==> src/rtl/mem_stage_pipe_reg.sv <==
`default_nettype none
// ============================================================================
// Module   : mem_stage_pipe_reg
// Brief    : DCACHE->MEM pipeline register for an N-lane pipeline. Carries an
//            opaque per-lane payload plus the dcache read data. A per-lane
//            capture buffer keeps read data that returns while this stage is
//            held so it is not lost. Also counts held cycles (saturating).
// Revision : 1.0 - initial release
// ============================================================================
module mem_stage_pipe_reg #(
  parameter int LANES     = 2,
  parameter int PAYLOAD_W = 160,
  parameter int DATA_W    = 32,
  parameter int STALL_W   = 8,
  parameter int SELF_IDX  = 6,
  parameter int NEXT_IDX  = 7,
  parameter int CNT_W     = 16
) (
  input  logic                       clk,
  input  logic                       rst,
  input  logic [STALL_W-1:0]         stall,
  input  logic                       flush,
  input  logic                       cnt_clr,
  input  logic [LANES-1:0]           in_valid,
  input  logic [LANES*PAYLOAD_W-1:0] in_payload,
  input  logic [LANES*DATA_W-1:0]    in_rdata,
  input  logic [LANES-1:0]           in_rdata_vld,
  output logic [LANES-1:0]           out_valid,
  output logic [LANES*PAYLOAD_W-1:0] out_payload,
  output logic [LANES*DATA_W-1:0]    out_rdata,
  output logic [LANES-1:0]           cap_vld,
  output logic [CNT_W-1:0]           stall_cycles
);

  localparam logic [CNT_W-1:0] C_CNT_MAX = '1;
  localparam logic [CNT_W-1:0] C_CNT_ONE = {{(CNT_W-1){1'b0}}, 1'b1};

  // Stage control derived from the global stall vector
  logic w_hold;
  logic w_bubble;
  logic w_adv;

  // Only two bits of the stall vector matter here; the rest are folded away
  logic w_unused_stall;

  logic [LANES-1:0]           valid_q,   valid_d;
  logic [LANES*PAYLOAD_W-1:0] payload_q, payload_d;
  logic [LANES*DATA_W-1:0]    rdata_q,   rdata_d;
  logic [LANES-1:0]           cap_vld_q, cap_vld_d;
  logic [LANES*DATA_W-1:0]    cap_buf_q, cap_buf_d;
  logic [CNT_W-1:0]           cnt_q,     cnt_d;

  assign w_hold         = stall[SELF_IDX];
  assign w_bubble       = w_hold & ~stall[NEXT_IDX];
  assign w_adv          = ~w_hold;
  assign w_unused_stall = ^stall;

  // Next state of the output register and capture buffers (flush > bubble > adv > hold)
  always_comb begin
    valid_d   = valid_q;
    payload_d = payload_q;
    rdata_d   = rdata_q;
    cap_vld_d = cap_vld_q;
    cap_buf_d = cap_buf_q;
    if (flush) begin
      // Kill every lane; buffer contents are left alone but marked empty
      valid_d   = '0;
      payload_d = '0;
      rdata_d   = '0;
      cap_vld_d = '0;
    end else if (w_adv) begin
      // No masking by in_valid: payload and data are registered as presented
      valid_d   = in_valid;
      payload_d = in_payload;
      for (int i = 0; i < LANES; i++) begin
        rdata_d[i*DATA_W +: DATA_W] = cap_vld_q[i] ? cap_buf_q[i*DATA_W +: DATA_W]
                                                   : in_rdata[i*DATA_W +: DATA_W];
      end
      cap_vld_d = '0;
    end else begin
      // Held: downstream gets a NOP only when it is itself free to move
      if (w_bubble) begin
        valid_d   = '0;
        payload_d = '0;
        rdata_d   = '0;
      end
      // First returning beat of the stall is kept, later beats are dropped
      for (int i = 0; i < LANES; i++) begin
        if (!cap_vld_q[i] && in_rdata_vld[i]) begin
          cap_buf_d[i*DATA_W +: DATA_W] = in_rdata[i*DATA_W +: DATA_W];
          cap_vld_d[i]                  = 1'b1;
        end
      end
    end
  end

  // Next state of the saturating held-cycle counter; clear beats increment
  always_comb begin
    cnt_d = cnt_q;
    if (cnt_clr) begin
      cnt_d = '0;
    end else if (w_hold && (cnt_q != C_CNT_MAX)) begin
      cnt_d = cnt_q + C_CNT_ONE;
    end
  end

  // State registers; reset also discards any pending capture
  always_ff @(posedge clk) begin
    if (rst) begin
      valid_q   <= '0;
      payload_q <= '0;
      rdata_q   <= '0;
      cap_vld_q <= '0;
      cap_buf_q <= '0;
      cnt_q     <= '0;
    end else begin
      valid_q   <= valid_d;
      payload_q <= payload_d;
      rdata_q   <= rdata_d;
      cap_vld_q <= cap_vld_d;
      cap_buf_q <= cap_buf_d;
      cnt_q     <= cnt_d;
    end
  end

  assign out_valid    = valid_q;
  assign out_payload  = payload_q;
  assign out_rdata    = rdata_q;
  assign cap_vld      = cap_vld_q;
  assign stall_cycles = cnt_q;

endmodule
`default_nettype wire

==> config.mk <==
export PLATFORM = sky130hd
export DESIGN_NAME = mem_stage_pipe_reg
export DESIGN_NICKNAME = d
export VERILOG_FILES = /design/src/rtl/mem_stage_pipe_reg.sv
export SDC_FILE = /design/constraint.sdc
export NUM_CORES = 1
export LEC_CHECK = 0
export BUFFER_PORTS_ARGS = -buffer_cell sky130_fd_sc_hd__buf_4
export CORE_AREA = 5 5 314 316
export DETAILED_ROUTE_END_ITERATION = 8
export DIE_AREA = 0 0 319 321
export SYNTH_ARGS = -nofsm -noshare
export SYNTH_HDL_FRONTEND = slang
export SYNTH_SLANG_ARGS = --single-unit
==> constraint.sdc <==
create_clock -name clk -period 3 [get_ports clk]
set_clock_uncertainty 0.15 [all_clocks]
set_input_delay 0.3 -clock clk [delete_from_list [all_inputs] [get_ports clk]]
set_output_delay 0.3 -clock clk [all_outputs]
set_load 0.01 [all_outputs]
==> results.py, run 1 <==
metrics = {
    "synth": {
        "synth_cells": 2179,
        "yosys-top-cells-count": "dfxtp_1, nand2_1, a21oi_1",
        "ys_ff_latch": 468,
        "synthTopCellsByArea": "dfxtp_1, a21oi_1, nand2_1",
        "synth-edff-count": 0,
        "yosysMostFrequentCell": "dfxtp_1",
        "synth_top_area_share_pct": 53.46,
        "ys_warn_count": 0,
        "ys_async_sr_fraction_pct": 0,
        "postSynthAreaPerCell_um2": 8.042,
        "netlist_area_um2": 17520,
        "synth.largest_area_cell": "dfxtp_1",
        "ys_seq_area_share_pct": 53.46,
        "ys.flop_type": "dfxtp_1",
        "synth_fp_nets": 2580,
        "ys_types": 40,
    },
    "worst_hold_path": {
        "min_path_type": "in -> reg",
    },
    "clocking": {
        "cts.path.max_buffers": 3,
        "htree_levels": 2,
        "cts_hold_buf": 427,
        "root_buffer": "clkbuf_16",
        "cts_tree": "done",
        "cts-resized-gates": 0,
        "clock_sinks": 468,
        "post_cts_buffers": 0,
        "numCtsBuffers": 55,
        "cts.clk_slew.worst_paths_ps": 60,
        "clk-insertion-delay-late_ps": 630,
    },
    "route": {
        "met3_length_um": 8520,
        "drt_wl_total_um": 84290,
        "drtIter0Drc": 1440,
        "wl_met1_um": 33110,
        "drtPass1Iterations": 8,
        "antenna_left": 0,
        "drc": 0,
        "vias": 20290,
        "top_layer_used": "met5",
        "wl_met2_um": 38680,
        "wl_per_cell_um": 18.22,
        "routed_via_density": 4.387,
    },
    "global_route": {
        "track_usage_pct": 15.34,
        "grt_max_degree": 140,
        "grt_pass1_wl_um": 123900,
        "antenna_found_initial": 22,
        "grt_pass1_vias": 19770,
        "grt_overflow": 0,
    },
    "cells_and_area": {
        "areaGrowthSynthToFinish_pct": 76.27,
        "fin_util_pct": 32.27,
        "post-route-cell-area_um2": 30890,
        "fin_nets": 3698,
        "drive_gt1_share_pct": 27.90,
        "nFillCells": 9876,
        "stdcell_count": 4626,
    },
    "floorplanning": {
        "rows": 114,
        "die_y_um": 321,
        "start_util_pct": 18.31,
        "ios": 804,
        "die_w_um": 319,
        "die-area_um2": 102400,
        "core_um2": 95710,
    },
    "timing": {
        "hold_violations": 0,
        "finalWorstSetupSlack_ps": 383.4,
        "worstMarginPinSlew_ps": 814.0,
        "setup_viol": 0,
        "period_needed_ps": 2617,
        "drv_slew": 0,
        "relSlewSlack_pct": 45.73,
        "rsz0062_at_grt": "no",
        "max_freq_mhz": 382.2,
        "setup_tns_ps": 0,
        "timing.final.crit_share_pct": 87.22,
    },
    "setup_path": {
        "worstPathMaxFanout": 119,
        "arrival_ps": 3010,
        "worst-endpoint-required_ps": 3400,
        "end_kind": "register",
        "path_class": "in -> reg",
        "startpoint_type": "input pin",
    },
    "placement": {
        "numPortBuffers": 797,
        "place_area_um2": 24800,
        "dp_worst_setup_slack_ps": 778.8,
        "dpl.hpwl_um": 58850,
        "dp.cells": 4089,
        "gp_congestion": 0.8503,
    },
    "run": {
        "cap_violations": 0,
    },
    "power_and_ir_drop": {
        "p_leak_nw": 12.78,
        "ir_drop_uv": 418.8,
        "powerDensity_nw_per_um2": 497.0,
    },
    "status": {
        "status": "complete, no violations",
    },
}
==> stage by stage <==
stage / hold slack (ps) / power [mW]
detailed placement: 296.5 / 8.292
global route: 258.1 / 16.00
CTS: 227.6 / 15.59
global placement: 291.4 / 8.275
finish: 267.4 / 15.35
floorplan: 265.8 / 7.304
==> critical path, stage by stage <==
cell           delay (ps)
dlygate4sd3_1         560
buf_8                 300
buf_12                320
buf_12                450
nand3_1               130
a21oi_1               170
dlygate4sd3_1         570
==> where the power goes <==
group	total (mW)	switching [mW]	internal, mW
clock network	6.73	2.75	3.98
registers	6.51	0.107	6.40
logic	2.12	1.03	1.09
==> worst paths after layout <==
path,start,end,slack [ps],cells after the start
max,stall[6],out_payload[247],380,7
min,flush,out_payload[42],270,3
max reg2reg,stall_cycles[0],stall_cycles[14],810,5
min reg2reg,cap_buf_q[56],cap_buf_q[56],300,2
==> logic make-up (layout without fill, tap and decap cells) <==
kind of cell / count (synthesis) / count (layout) / synth area share [%]
muxes: 65 / 65 / 3.713
and+or+nand+nor: 958 / 958 / 23.73
AOI/OAI and AO/OA: 481 / 481 / 14.42
DFF: 468 / 468 / 53.46
other: 0 / 13 / 0
buffers and inverters: 206 / 1364 / 4.612
adders and majority gates: 1 / 1 / 0.07139
==> per-layer routing <==
| layer | vias up | global-route usage (%) |
|---|---|---|
| li1 | 9698 | - |
| met1 | 9617 | 17.79 |
| met2 | 784 | 24.96 |
| met3 | 181 | 6.714 |
| met4 | 14 | 6.212 |
| met5 | - | 0 |
==> layout by cell type (no fill, tap or decap), drive strengths merged, types with 3 or more instances in the layout <==
| master | Yosys | final |
|---|---|---|
| a21oi | 397 | 397 |
| a31oi | 65 | 65 |
| and4 | 5 | 5 |
| buf | 33 | 838 |
| bufinv | 0 | 4 |
| clkbuf | 170 | 84 |
| clkinvlp | 0 | 4 |
| dfxtp | 468 | 468 |
| diode | 0 | 13 |
| dlygate4sd3 | 0 | 427 |
| inv | 2 | 5 |
| mux2i | 65 | 65 |
| nand2 | 455 | 455 |
| nand3 | 331 | 331 |
| nand4 | 4 | 4 |
| nor2 | 137 | 137 |
| o21ai | 7 | 7 |
| o31ai | 3 | 3 |
| or2 | 3 | 3 |
| or3 | 8 | 8 |
| or4 | 4 | 4 |
==> sequential cells by signal, summed over array words and instances (netlist names) <==
| register | cells |
|---|---|
| out_rdata | 64 |
| cap_vld | 2 |
| cap_buf_q | 64 |
| out_payload | 320 |
| stall_cycles | 16 |
| out_valid | 2 |
==> area by class of cell <==
cell class / count / area, um2 / area share [%]
timing repair buffer: 1265 / 10740 / 34.78
sequential: 468 / 9371 / 30.34
multi-input combinational: 1505 / 7350 / 23.79
tap: 1276 / 1597 / 5.169
clock buffer: 84 / 1595 / 5.164
clock inverter: 13 / 186.4 / 0.6035
antenna: 13 / 32.53 / 0.1053
inverter: 2 / 15.01 / 0.04861
Note: power is estimated with default switching activity, not from simulation.
==> inputs of run 2 (changes only) <==
--- a/config.mk
+++ b/config.mk
@@ -9,6 +9,7 @@
 export CORE_AREA = 5 5 314 316
 export DETAILED_ROUTE_END_ITERATION = 8
 export DIE_AREA = 0 0 319 321
+export SETUP_SLACK_MARGIN = 0.4
 export SYNTH_ARGS = -nofsm -noshare
 export SYNTH_HDL_FRONTEND = slang
 export SYNTH_SLANG_ARGS = --single-unit
==> run 2 against run 1 <==
  * Worst setup slack better by 69 ps
  * Critical path type unchanged
  * First-iteration DRC count down 4.4%
  * Largest cell class unchanged
  * Global-route usage unchanged
  * Critical path depth up 1
==> results.py, run 2 (synthesized netlist as in run 1, its figures left out) <==
metrics = {
    "status": {
        "status": "complete, no violations",
    },
    "timing": {
        "relSlewSlack_pct": 45.76,
        "hold_violations": 0,
        "hold_ws_ps": 269.4,
        "setup_tns_ps": 0,
        "timing.final.crit_share_pct": 84.93,
        "setup_viol": 0,
        "period_needed_ps": 2548,
        "max_freq_mhz": 392.5,
        "rsz0062_at_grt": "no",
        "drv_slew": 0,
        "worstMarginPinSlew_ps": 813.6,
        "finalWorstSetupSlack_ps": 452.0,
    },
    "setup_path": {
        "crit_slowest_cell": "dlygate4sd3_1",
        "path_delay_family": "buffers and inverters",
        "max_stage_delay_ps": 590,
        "worst-endpoint-required_ps": 3340,
        "cp_cell_sequence": "dlygate4sd3_1, buf_8, buf_12, inv_8, buf_12, nand2_1, a21oi_1, dlygate4sd3_1",
        "worstPathMaxFanout": 88,
        "cp.depth": 8,
        "rr_worst_depth": 5,
        "arrival_ps": 2890,
        "startpoint_type": "input pin",
        "end_kind": "register",
        "path_class": "in -> reg",
        "worst-path-buf-inv": 6,
    },
    "clocking": {
        "clk-insertion-delay-late_ps": 630,
        "post_cts_buffers": 0,
        "numCtsBuffers": 55,
        "cts.clk_slew.worst_paths_ps": 60,
        "cts_tree": "done",
        "clock_sinks": 468,
        "root_buffer": "clkbuf_16",
        "htree_levels": 2,
        "cts.path.max_buffers": 3,
    },
    "route": {
        "wl_per_cell_um": 18.27,
        "drc": 0,
        "drtIter0Drc": 1377,
        "routed_via_density": 4.376,
        "drtPass1Iterations": 5,
        "drt_wl_total_um": 84560,
        "antenna_left": 0,
        "vias": 20250,
    },
    "global_route": {
        "grt_pass1_vias": 19770,
        "grt_max_degree": 140,
        "met3_usage_pct": 6.714,
        "grt_pass1_wl_um": 123900,
        "grt_overflow": 0,
        "use_met2_pct": 24.96,
        "busiest_layer": "met2",
        "antenna_found_initial": 22,
        "use_met1_pct": 17.79,
        "track_usage_pct": 15.34,
    },
    "floorplanning": {
        "rows": 114,
        "die_y_um": 321,
        "die_w_um": 319,
        "die-area_um2": 102400,
        "start_util_pct": 18.31,
        "core_um2": 95710,
        "ios": 804,
    },
    "power_and_ir_drop": {
        "ir_drop_uv": 418.5,
        "total_power_mw": 15.37,
        "p_leak_nw": 12.79,
        "powerDensity_nw_per_um2": 496.8,
    },
    "cells_and_area": {
        "final_common_cell": "buf_4",
        "largest_register_ff_count": 320,
        "fin_util_pct": 32.32,
        "fin_nets": 3699,
        "stdcell_count": 4628,
        "areaGrowthSynthToFinish_pct": 76.49,
        "post-route-cell-area_um2": 30930,
        "final_cell_mix": "buf_4, dfxtp_1, nand2_1, dlygate4sd3_1, a21oi_1",
        "drive_gt1_share_pct": 27.92,
    },
    "placement": {
        "numPortBuffers": 797,
        "gp_congestion": 0.8503,
        "dpl.hpwl_um": 58850,
        "dp_worst_setup_slack_ps": 778.8,
        "place_area_um2": 24800,
        "dp.cells": 4089,
    },
    "run": {
        "cap_violations": 0,
    },
    "worst_hold_path": {
        "min_path_type": "in -> reg",
        "holdPathStages": 3,
    },
}
==> run 2: per-layer routing <==
layer  vias up  share of wire, %
met5         -             0.075
met4        12               4.7
met3       183                10
met2       819                46
met1      9538                39
li1       9699                 -
==> run 2: worst paths after layout <==
check / from / end / slack [ps]
max: stall[6] / out_payload[247] / 450
min: flush / out_payload[42] / 270
max reg2reg: stall_cycles[0] / stall_cycles[14] / 800
min reg2reg: cap_buf_q[42] / cap_buf_q[42] / 300
==> run 2: tightest hold or removal path, stage by stage <==
cell,delay [ps]
buf_4,100
or2_4,490
a21oi_1,70
==> run 2: what timing repair did <==
item / 4_1_cts / 5_1_grt
hold endpoints to repair: 466 / 0
gates resized for setup: 0 / 2
endpoints found under the setup margin: 0 / 11
hold buffers: 427 / 0
==> run 2: cell type report <==
class                      instances  area, um2
fill                            9874      64780
timing repair buffer            1266      10780
sequential                       468       9371
multi-input combinational       1505       7350
tap                             1276       1597
clock buffer                      84       1595
clock inverter                    13      186.4
antenna                           14      35.03
inverter                           2      15.01
==> run 2: report_power, final <==
part / internal (mW) / switching [mW] / leakage, nW / total (mW)
combinational: 1.09 / 1.03 / 8.13 / 2.12
clock: 3.98 / 2.76 / 0.857 / 6.74
sequential: 6.40 / 0.107 / 3.81 / 6.51
